$ cat config.mk
export PLATFORM = sky130hd
export DESIGN_NAME = branch_predict_unit_flat
export DESIGN_NICKNAME = d
export VERILOG_FILES = /design/src/rtl/bpu_pkg.sv /design/src/rtl/branch_predict_unit_if.sv /design/src/rtl/sat_counter.sv /design/src/rtl/branch_predict_unit.sv /design/src/flat_wrapper.sv
export SDC_FILE = /design/constraint.sdc
export NUM_CORES = 2
export LEC_CHECK = 0
export ABC_AREA = 1
export CELL_PAD_IN_SITES_DETAIL_PLACEMENT = 0
export CELL_PAD_IN_SITES_GLOBAL_PLACEMENT = 1
export CORE_ASPECT_RATIO = 0.7
export CORE_MARGIN = 3
export CORE_UTILIZATION = 43
export DETAILED_ROUTE_END_ITERATION = 8
export PLACE_DENSITY_LB_ADDON = 0.25
export SYNTH_ARGS = -nofsm -noshare
export SYNTH_HDL_FRONTEND = slang
export SYNTH_SLANG_ARGS = --single-unit
$ cat constraint.sdc
create_clock -name clk_i -period 4.6 [get_ports clk_i]
set_input_delay 0.46 -clock clk_i [delete_from_list [all_inputs] [get_ports clk_i]]
set_output_delay 0.46 -clock clk_i [all_outputs]
set_load 0.03 [all_outputs]
$ cat src/rtl/bpu_pkg.sv
// Shared constants and helpers for the branch predictor: direction-counter
// encodings derived from the counter width.
package bpu_pkg;

  localparam int unsigned CTR_W_DEFAULT = 2;

  function automatic int unsigned ctr_max(input int unsigned w);
    return (32'd1 << w) - 32'd1;
  endfunction

  // Lowest counter value whose MSB is set, i.e. the weakest "taken" state.
  function automatic int unsigned ctr_weak_t(input int unsigned w);
    return 32'd1 << (w - 32'd1);
  endfunction

  function automatic int unsigned ctr_weak_nt(input int unsigned w);
    return ctr_weak_t(w) - 32'd1;
  endfunction

  localparam int unsigned CTR_MAX     = ctr_max(CTR_W_DEFAULT);
  localparam int unsigned CTR_WEAK_T  = ctr_weak_t(CTR_W_DEFAULT);
  localparam int unsigned CTR_WEAK_NT = ctr_weak_nt(CTR_W_DEFAULT);

endpackage

$ cat src/rtl/branch_predict_unit_if.sv
// Core-to-predictor bundle: IF-stage lookup, MEM-stage training/redirect,
// and statistics. The core side is the master.
interface branch_predict_unit_if #(
    parameter int unsigned ADDR_W = 32,
    parameter int unsigned CNT_W  = 32
);
    logic [ADDR_W-1:0] pc_i;
    logic              lookup_valid_i;
    logic              pred_hit_o;
    logic              pred_taken_o;
    logic [ADDR_W-1:0] pred_target_o;

    logic              upd_valid_i;
    logic [ADDR_W-1:0] upd_pc_i;
    logic              upd_taken_i;
    logic [ADDR_W-1:0] upd_target_i;
    logic              upd_pred_taken_i;
    logic [ADDR_W-1:0] upd_pred_target_i;
    logic              clear_i;
    logic              mispredict_o;
    logic [ADDR_W-1:0] redirect_pc_o;

    logic [CNT_W-1:0]  lookup_cnt_o;
    logic [CNT_W-1:0]  mispred_cnt_o;

    modport master (
        output pc_i, lookup_valid_i, upd_valid_i, upd_pc_i, upd_taken_i,
               upd_target_i, upd_pred_taken_i, upd_pred_target_i, clear_i,
        input  pred_hit_o, pred_taken_o, pred_target_o, mispredict_o,
               redirect_pc_o, lookup_cnt_o, mispred_cnt_o
    );

    modport slave (
        input  pc_i, lookup_valid_i, upd_valid_i, upd_pc_i, upd_taken_i,
               upd_target_i, upd_pred_taken_i, upd_pred_target_i, clear_i,
        output pred_hit_o, pred_taken_o, pred_target_o, mispredict_o,
               redirect_pc_o, lookup_cnt_o, mispred_cnt_o
    );
endinterface

$ cat src/rtl/sat_counter.sv
// Saturating up/down counter with synchronous load; used for the per-entry
// direction counters and, increment-only, for the statistics counters.
module sat_counter #(
    parameter int unsigned           WIDTH = 2,
    parameter logic [WIDTH-1:0]      INIT  = '0
) (
    input  logic             clk_i,
    input  logic             rst_n,
    input  logic             inc,
    input  logic             dec,
    input  logic             load,
    input  logic [WIDTH-1:0] load_val,
    output logic [WIDTH-1:0] count
);
    localparam logic [WIDTH-1:0] MAX = '1;

    // NOTE: sequential state uses non-blocking assignments so every flop
    // samples pre-edge values regardless of process evaluation order.
    always_ff @(posedge clk_i) begin
        if (!rst_n) begin
            count <= INIT;
        end else if (load) begin
            count <= load_val;
        end else if (inc && !dec && count != MAX) begin
            count <= count + WIDTH'(1);
        end else if (dec && !inc && count != '0) begin
            count <= count - WIDTH'(1);
        end
    end
endmodule

$ cat src/rtl/branch_predict_unit.sv
// Direct-mapped BTB with per-entry saturating direction counters: zero-latency
// lookup for IF, training and mispredict/redirect generation for MEM.
module branch_predict_unit
    import bpu_pkg::*;
#(
    parameter int unsigned ENTRIES = 16,
    parameter int unsigned ADDR_W  = 32,
    parameter int unsigned CTR_W   = 2,
    parameter int unsigned CNT_W   = 32
) (
    input  logic                 clk_i,
    input  logic                 rst_n,
    branch_predict_unit_if.slave bus
);
    localparam int unsigned       IDX_W   = $clog2(ENTRIES);
    localparam int unsigned       TAG_W   = ADDR_W - IDX_W - 2;
    localparam logic [CTR_W-1:0]  WEAK_T  = CTR_W'(ctr_weak_t(CTR_W));
    localparam logic [CTR_W-1:0]  WEAK_NT = CTR_W'(ctr_weak_nt(CTR_W));
    localparam logic [ADDR_W-1:0] PC_STEP = ADDR_W'(4);

    typedef struct packed {
        logic              valid;
        logic [TAG_W-1:0]  tag;
        logic [ADDR_W-1:0] target;
        logic [CTR_W-1:0]  ctr;
    } entry_t;

    logic [ENTRIES-1:0] valid_q;
    logic [TAG_W-1:0]   tag_q    [ENTRIES];
    logic [ADDR_W-1:0]  target_q [ENTRIES];
    logic [CTR_W-1:0]   ctr_q    [ENTRIES];

    logic [IDX_W-1:0] lk_idx, up_idx;
    logic [TAG_W-1:0] lk_tag, up_tag;
    entry_t           lk_entry;
    logic             lk_hit, lk_taken, up_hit, write_we;
    logic             unused_pc_bits;

    assign lk_idx = bus.pc_i[IDX_W+1:2];
    assign lk_tag = bus.pc_i[ADDR_W-1:IDX_W+2];
    assign up_idx = bus.upd_pc_i[IDX_W+1:2];
    assign up_tag = bus.upd_pc_i[ADDR_W-1:IDX_W+2];
    assign unused_pc_bits = ^{bus.pc_i[1:0], bus.upd_pc_i[1:0]};

    // Lookup reads registered state only, so a same-cycle update stays invisible.
    always_comb begin
        lk_entry = '{valid:  valid_q[lk_idx],
                     tag:    tag_q[lk_idx],
                     target: target_q[lk_idx],
                     ctr:    ctr_q[lk_idx]};
    end

    assign lk_hit            = lk_entry.valid && (lk_entry.tag == lk_tag);
    assign lk_taken          = lk_hit && lk_entry.ctr[CTR_W-1];
    assign bus.pred_hit_o    = lk_hit;
    assign bus.pred_taken_o  = lk_taken;
    assign bus.pred_target_o = lk_taken ? lk_entry.target : bus.pc_i + PC_STEP;

    assign up_hit   = valid_q[up_idx] && (tag_q[up_idx] == up_tag);
    // Any taken resolution either refreshes the target or (re)allocates the slot.
    assign write_we = rst_n && bus.upd_valid_i && bus.upd_taken_i && !bus.clear_i;

    always_ff @(posedge clk_i) begin
        if (!rst_n || bus.clear_i) begin
            valid_q <= '0;
        end else if (write_we) begin
            valid_q[up_idx] <= 1'b1;
        end
    end

    // NOTE: tag/target storage is not reset; the valid bits alone decide
    // whether an entry can hit, so clearing the payload buys nothing.
    always_ff @(posedge clk_i) begin
        if (write_we) begin
            tag_q[up_idx]    <= up_tag;
            target_q[up_idx] <= bus.upd_target_i;
        end
    end

    for (genvar e = 0; e < ENTRIES; e++) begin : g_ctr
        logic sel;
        assign sel = bus.upd_valid_i && (up_idx == IDX_W'(e));

        // Clear wins over training through the counter's load priority.
        sat_counter #(.WIDTH(CTR_W), .INIT(WEAK_NT)) u_dir (
            .clk_i    (clk_i),
            .rst_n    (rst_n),
            .inc      (sel && up_hit && bus.upd_taken_i),
            .dec      (sel && up_hit && !bus.upd_taken_i),
            .load     (bus.clear_i || (sel && !up_hit && bus.upd_taken_i)),
            .load_val (bus.clear_i ? WEAK_NT : WEAK_T),
            .count    (ctr_q[e])
        );
    end

    assign bus.mispredict_o = bus.upd_valid_i &&
        ((bus.upd_taken_i != bus.upd_pred_taken_i) ||
         (bus.upd_taken_i && (bus.upd_pred_target_i != bus.upd_target_i)));
    assign bus.redirect_pc_o = bus.upd_taken_i ? bus.upd_target_i
                                               : bus.upd_pc_i + PC_STEP;

    sat_counter #(.WIDTH(CNT_W), .INIT('0)) u_lookup_cnt (
        .clk_i    (clk_i),
        .rst_n    (rst_n),
        .inc      (bus.lookup_valid_i),
        .dec      (1'b0),
        .load     (1'b0),
        .load_val ('0),
        .count    (bus.lookup_cnt_o)
    );

    sat_counter #(.WIDTH(CNT_W), .INIT('0)) u_mispred_cnt (
        .clk_i    (clk_i),
        .rst_n    (rst_n),
        .inc      (bus.mispredict_o),
        .dec      (1'b0),
        .load     (1'b0),
        .load_val ('0),
        .count    (bus.mispred_cnt_o)
    );
endmodule

$ cat src/flat_wrapper.sv
// flat-port wrapper written by rule: the top's interface ports become plain ports
module branch_predict_unit_flat import bpu_pkg::*;
#(
    parameter int unsigned ENTRIES = 16,
    parameter int unsigned ADDR_W  = 32,
    parameter int unsigned CTR_W   = 2,
    parameter int unsigned CNT_W   = 32
)
  (clk_i, rst_n, bus_pc_i, bus_lookup_valid_i, bus_upd_valid_i, bus_upd_pc_i, bus_upd_taken_i, bus_upd_target_i, bus_upd_pred_taken_i, bus_upd_pred_target_i, bus_clear_i, bus_pred_hit_o, bus_pred_taken_o, bus_pred_target_o, bus_mispredict_o, bus_redirect_pc_o, bus_lookup_cnt_o, bus_mispred_cnt_o);
  branch_predict_unit_if #(.ADDR_W(ADDR_W), .CNT_W(CNT_W)) bus_i ();
  input  logic clk_i;
  input  logic rst_n;
  input wire logic [$bits(bus_i.pc_i)-1:0] bus_pc_i;
  input wire logic [$bits(bus_i.lookup_valid_i)-1:0] bus_lookup_valid_i;
  input wire logic [$bits(bus_i.upd_valid_i)-1:0] bus_upd_valid_i;
  input wire logic [$bits(bus_i.upd_pc_i)-1:0] bus_upd_pc_i;
  input wire logic [$bits(bus_i.upd_taken_i)-1:0] bus_upd_taken_i;
  input wire logic [$bits(bus_i.upd_target_i)-1:0] bus_upd_target_i;
  input wire logic [$bits(bus_i.upd_pred_taken_i)-1:0] bus_upd_pred_taken_i;
  input wire logic [$bits(bus_i.upd_pred_target_i)-1:0] bus_upd_pred_target_i;
  input wire logic [$bits(bus_i.clear_i)-1:0] bus_clear_i;
  output wire logic [$bits(bus_i.pred_hit_o)-1:0] bus_pred_hit_o;
  output wire logic [$bits(bus_i.pred_taken_o)-1:0] bus_pred_taken_o;
  output wire logic [$bits(bus_i.pred_target_o)-1:0] bus_pred_target_o;
  output wire logic [$bits(bus_i.mispredict_o)-1:0] bus_mispredict_o;
  output wire logic [$bits(bus_i.redirect_pc_o)-1:0] bus_redirect_pc_o;
  output wire logic [$bits(bus_i.lookup_cnt_o)-1:0] bus_lookup_cnt_o;
  output wire logic [$bits(bus_i.mispred_cnt_o)-1:0] bus_mispred_cnt_o;
  assign bus_i.pc_i = bus_pc_i;
  assign bus_i.lookup_valid_i = bus_lookup_valid_i;
  assign bus_i.upd_valid_i = bus_upd_valid_i;
  assign bus_i.upd_pc_i = bus_upd_pc_i;
  assign bus_i.upd_taken_i = bus_upd_taken_i;
  assign bus_i.upd_target_i = bus_upd_target_i;
  assign bus_i.upd_pred_taken_i = bus_upd_pred_taken_i;
  assign bus_i.upd_pred_target_i = bus_upd_pred_target_i;
  assign bus_i.clear_i = bus_clear_i;
  assign bus_pred_hit_o = bus_i.pred_hit_o;
  assign bus_pred_taken_o = bus_i.pred_taken_o;
  assign bus_pred_target_o = bus_i.pred_target_o;
  assign bus_mispredict_o = bus_i.mispredict_o;
  assign bus_redirect_pc_o = bus_i.redirect_pc_o;
  assign bus_lookup_cnt_o = bus_i.lookup_cnt_o;
  assign bus_mispred_cnt_o = bus_i.mispred_cnt_o;
  branch_predict_unit #(.ENTRIES(ENTRIES), .ADDR_W(ADDR_W), .CTR_W(CTR_W), .CNT_W(CNT_W)) u_core (.clk_i(clk_i), .rst_n(rst_n), .bus(bus_i));
endmodule
## Word level (Yosys, flattened, before mapping)

Memory sizes are Yosys's and may differ from the RTL's.
Index checks and enable logic that the tools add are counted.

- Memory bits (writable): 928
- Flip-flop bits (word level): 112
- Input port bits: 135
- Memories: 2
- Word-level logic and storage cells: 420

- Equality and inequality tests: 37
- Bitwise gates (word level): 2
- $lt $le $gt $ge: 4
- Reduce and logical (&&, ||, !) cells: 258
- Add/sub/neg operators: 36
- Multiplexer cells: 62

Memory list:

| memory | depth | width | read ports | clocked after Yosys merged registers in | wr ports | RTL line | source |
|---|---|---|---|---|---|---|---|
| u_core.target_q | 16 | 32 | 1 | 0 | 1 | branch_predict_unit.sv:30 | `logic [ADDR_W-1:0] target_q [ENTRIES];` |
| u_core.tag_q | 16 | 26 | 2 | 0 | 1 | branch_predict_unit.sv:29 | `logic [TAG_W-1:0] tag_q [ENTRIES];` |

Operators by type and width:

| cell | number |
|---|---|
| $logic_and A1 B1 Y1 | 171 |
| $mux W2 | 51 |
| $add A32 B1 Y32 const B | 2 |
| $add A32 B3 Y32 const B | 2 |
| $mux W32 | 2 |
| $ne A32 B32 Y1 const B | 2 |
| $eq A26 B26 Y1 | 2 |
| $reduce_bool A3 Y1 | 16 |
| $logic_not A1 Y1 | 36 |
| $add A2 B1 Y2 const B | 16 |
| $eq A4 B4 Y1 const B | 8 |
| $ne A2 B2 Y1 const B | 16 |
| $ne A32 B32 Y1 | 1 |
| $reduce_bool A2 Y1 | 16 |
| $sub A2 B1 Y2 const B | 16 |
| $logic_or A1 B1 Y1 | 18 |
| $eq A4 B3 Y1 const B | 4 |
| $or A16 B16 Y16 | 1 |
| $lt A4 B5 Y1 const B | 2 |
| $bmux W1 S4 | 2 |
| $bmux W2 S4 | 1 |
| $eq A4 B2 Y1 const B | 2 |
| $ge A5 B5 Y1 const B | 1 |
| $mux W1 | 5 |
| 6 further kinds | 6 |

## Longest topological paths before layout

- Word-level depth: 11
- Depth in mapped cells: 24
- Mapped depth without buffers: 20

## Modules after synthesis

From an unflattened synthesis, not the netlist that was laid out.

- Cell total of the unflattened synthesis: 6992
- Area total of the unflattened synthesis: 57397.5 um2

By module, submodules not included:

| module | cells an instance | instances | area each (um2) |
|---|---|---|---|
| branch_predict_unit | 5006 | 1 | 46624.7 |
| sat_counter at u_core.u_lookup_cnt ... | 753 | 2 | 3995.1 |
| sat_counter at u_core.g_ctr[0].u_dir ... | 30 | 16 | 173.9 |

## Worst setup path before layout

Ideal clock, no wire load.

- Kind: input to register
- Start point: input bus_clear_i
- End point: memory u_core.tag_q[13][0] (netlist bit), enable pin
- Path buffers: 3
- Slack: 0.087 ns
- Arrival: 4.039 ns
- Cell stages on the path: 6
- Cells stage by stage: clkbuf_1 -> nor2_1 -> clkinv_1 -> clkbuf_1 -> clkbuf_1 -> nor2_1

- Word-level cells in the longest chain between the ends: 4

Ends and longest elaborated chain:

| what | RTL line | source |
|---|---|---|
| start, declared | flat_wrapper.sv:21 | `input wire logic [$bits(bus_i.clear_i)-1:0] bus_clear_i;` |
| $logic_not A1 Y1 | branch_predict_unit.sv:61 | `assign write_we = rst_n && bus.upd_valid_i && bus.upd_taken_i && !bus.clear_i;` |
| $logic_and A1 B1 Y1 | branch_predict_unit.sv:61 |  |
| $mux W1 | branch_predict_unit.sv:74 | `if (write_we) begin` |
| $mux W1 (implied by the code) | branch_predict_unit.sv:75 | `tag_q[up_idx] <= up_tag;` |
| end, declared | branch_predict_unit.sv:29 |  |

Every way passes these cells.

## Worst setup path in the final report

- Start point: input bus_pc_i[5]
- End point: output bus_pred_target_o[9]

- Word-level cells in the longest chain between the ends: 6
- Elaborated cells between the ends (all ways): 13
- Those cells by class: 1 x add/sub; 1 x eq/ne; 6 x mux; 1 x bitwise; 2 x reduce/logical; 2 x memory

Ends and longest elaborated chain:

| what | RTL line | source |
|---|---|---|
| start, declared | flat_wrapper.sv:13 | `input wire logic [$bits(bus_i.pc_i)-1:0] bus_pc_i;` |
| branches (longest 5 deep; another with $mem_v2 Z16 W26) | - |  |
| $mux W32 (*) | branch_predict_unit.sv:57 | `assign bus.pred_target_o = lk_taken ? lk_entry.target : bus.pc_i + PC_STEP;` |
| end, declared | flat_wrapper.sv:24 | `output wire logic [$bits(bus_i.pred_target_o)-1:0] bus_pred_target_o;` |

Mark *: on every way between the ends. The select of a mux whose other input is x is not followed.

==> qor.yml <==
power_density_nw_per_um2: 354.5
vias: 42480
p_int_w: 0.01574
wl_microns: 187100
htreeDepth: 3
postRouteAntennaNets: 0
seqPwrFrac_pct: 48.7
overflow: 0
r2r-start: "u_core.tag_q[10][23]"
die_area_sq_um: 122600
antenna_found_initial: 5
cts-root-buf: "clkbuf_16"
worst_pin_slew_ps: 1244
ys_ff_latch: 1040
syn2layout_area_growth_pct: 17.71
grt_pass1_wl_microns: 267800
slowest_delay_ps: 730
critPathCaptureType: "output pin"
sw_frac_of_total_pct: 25.90
pwr-share-comb_pct: 11.0
ir_worst_vdd_mv: 0.3325
layout_min_cycle_time_ps: 4470
grt_max_degree: 154
worstPathArrival_ps: 4010
finalSetupViolCount: 0
run_status: "finished, final reports clean"
hp-class: "reg -> reg"
initial_utilization_pct: 43.82
syn_inst: 5529
synth_edf_count: 928
final_cell_area_sq_um: 59930
place.detailed.hpwl_microns: 117300
synth_fa_ha_area_share_pct: 0.1720
ys_types: 52
synth_xor_area_share_pct: 1.927
nFillCells: 10610
clock_latency_ps: 760
die_h_microns: 293.9
cts_made_buffers: 103
slew_violations: 0
ios: 266
dr.first_iter.drc_count: 5797
synth-seq-area-share_pct: 59.13
cp_cell_sequence: "clkdlybuf4s50_1 -> nand2_1 -> clkinv_2 -> buf_4 -> buf_4 -> nand2_1 -> nand3_1 -> xor2_1 -> nor3_1 -> nand3_1 -> nor2_4 -> nand2_2 -> o21ai_1 -> clkdlybuf4s50_1"
syn_nets: 5671
crit_fanout: 8
power_leakage_nw: 22.65
r2r_cells: 16
drive_gt1_share_pct: 7.969
layout.nets: 5927
layout_commonest_cell: "nand2_1"
drc: 0
core_sq_um: 116200
max_cap_viol_count: 0
drt_pass1_iterations: 6
synth.area.mux_share_pct: 0
place_area_sq_um: 56520
worst_path_max_delay_cell: "clkdlybuf4s50_1"
path_clk_slew_ps: 60
ys.warnings.count: 0
critPathLaunch: "bus_pc_i[5]"
skew_ps: 45.39
start_kind: "input port"
port_buffers: 265
rows: 104
hold_depth: 2
rsz0062_at_grt: "no"
synth_top_family_by_area: "simple AND/OR/NAND/NOR gates"
synth.cell_area_sq_um: 50920
p_sw_w: 0.005502
critPathKind: "in -> out"
drt-wirelength-per-cell_microns: 25.24
finalSetupTns_ps: 0
async_flop_share_pct: 0
synth_compound_area_share_pct: 13.63
max_freq_mhz: 223.7
avgSynthCellArea_sq_um: 9.209
track_usage_pct: 29.69
hold_viol: 0
pwr-share-clk_pct: 40.4
clock_path_buffers: 3
worstHoldStart: "u_core.valid_q[7]"
synthSimpleGateAreaFrac_pct: 18.30
die_x_microns: 417.3
synth_flop_cell: "edfxtp_1"
required_ps: 4140
cts_tree: "done"
fin_crit_sh_pct: 97.17
most-common-layout-cells: "nand2_1, edfxtp_1, o21ai_0"
clock-sinks: 1040
relSlewSlack_pct: 17.08
viasPerCell: 5.730
routabilityCongestion: 0.9480
grt_pass1_vias: 38170
-- per-layer routing --
metal | part of all wire [%] | vias to the layer above | GRT usage (%)
li1 | - | 19510 | -
met1 | 44 | 20440 | 45.28
met2 | 42 | 2240 | 42.29
met3 | 11 | 280 | 6.548
met4 | 2.7 | 4 | 8.257
met5 | 0.013 | - | 0
-- synth_stat cells, types with 42 or more instances --
cell type / number / share of area, %
o21ai_1: 43 / 0.42
dfxtp_1: 112 / 4.4
nand4_1: 42 / 0.52
o211ai_1: 57 / 0.84
inv_1: 506 / 3.7
o22ai_1: 86 / 1.1
nor3_1: 56 / 0.55
clkbuf_1: 156 / 1.2
edfxtp_1: 928 / 55
nand2_1: 1213 / 8.9
buf_2: 111 / 1.1
o21ai_0: 632 / 6.2
a21oi_1: 300 / 2.9
nor2_1: 623 / 4.6
xor2_1: 87 / 1.5
nand3_1: 296 / 2.9
-- worst paths after layout --
check	end	slack, ps
hold / removal	u_core.valid_q[7]	470
hold reg to reg	u_core.valid_q[7]	470
setup / recovery	bus_pred_target_o[9]	130
setup reg to reg	u_core.g_ctr[3].u_dir.count[0]	1440
-- repair_timing --
item	CTS	global route
resized for setup	0	2
buffers inserted	0	0
hold buffers	0	0
setup endpoints to repair	0	1
endpoints found under the hold margin	0	0
-- worst max-delay path: cells and delay by family --
family	cells	cell delay, ps
and+or+nand+nor	7	1140
buffers and inverters	5	1900
AOI/OAI and AO/OA	1	240
xor gates and xnor gates	1	260
-- logic make-up (layout without fill, tap and decap cells) --
kind of cell | after synthesis | in the layout
other cells | 0 | 3
buf+inv | 836 | 1180
compound gates | 1249 | 1249
xor+xnor | 112 | 112
flops | 1040 | 1040
fa+ha+maj | 7 | 7
simple gates | 2285 | 2285
-- area by class of cell --
class | count | area (sq um) | share of cell area (%)
inverter | 514 | 1949 | 3.253
multi-input combinational | 3653 | 17500 | 29.19
tap | 1537 | 1923 | 3.209
timing repair buffer | 473 | 5051 | 8.428
clock inverter | 61 | 656.9 | 1.096
clock buffer | 132 | 2740 | 4.572
sequential | 1040 | 30110 | 50.24
antenna | 3 | 7.507 | 0.01253
-- through the flow --
| stage | utilization [%] | worst slack (ps) | power (W) | hold WS [ps] | cells |
|---|---|---|---|---|---|
| 6_report | 51.58 | 130.0 | 0.02124 | 473.1 | 7413 |
| 5_1_grt | 51.57 | 65.83 | 0.02188 | 455.6 | 7411 |
| 4_1_cts | 51.56 | 148.9 | 0.02131 | 436.0 | 7410 |
| 3_5_place_dp | 48.64 | 142.3 | 0.01281 | 465.6 | 7217 |
| 3_3_place_gp | 48.64 | 137.8 | 0.01281 | 463.8 | 7217 |
| 2_1_floorplan | - | 86.53 | 0.01168 | 446.7 | 5529 |
-- state kept, by name, indices dropped and copies added, names as in the netlist --
register / cells
u_core.u_mispred_cnt.count: 32
u_core.valid_q: 16
u_core.g_ctr.u_dir.count: 32
u_core.target_q: 512
u_core.tag_q: 416
u_core.u_lookup_cnt.count: 32
-- power by group through the flow --
stage          registers, W  logic, W  clock network [W]
2_1_floorplan        0.0105   0.00113                  0
6_report             0.0103   0.00233            0.00858
3_5_place_dp         0.0105   0.00227                  0
4_1_cts              0.0103   0.00228            0.00870
5_1_grt              0.0103   0.00247            0.00907
3_3_place_gp         0.0105   0.00227                  0
Power figures use the tool's default switching activity.
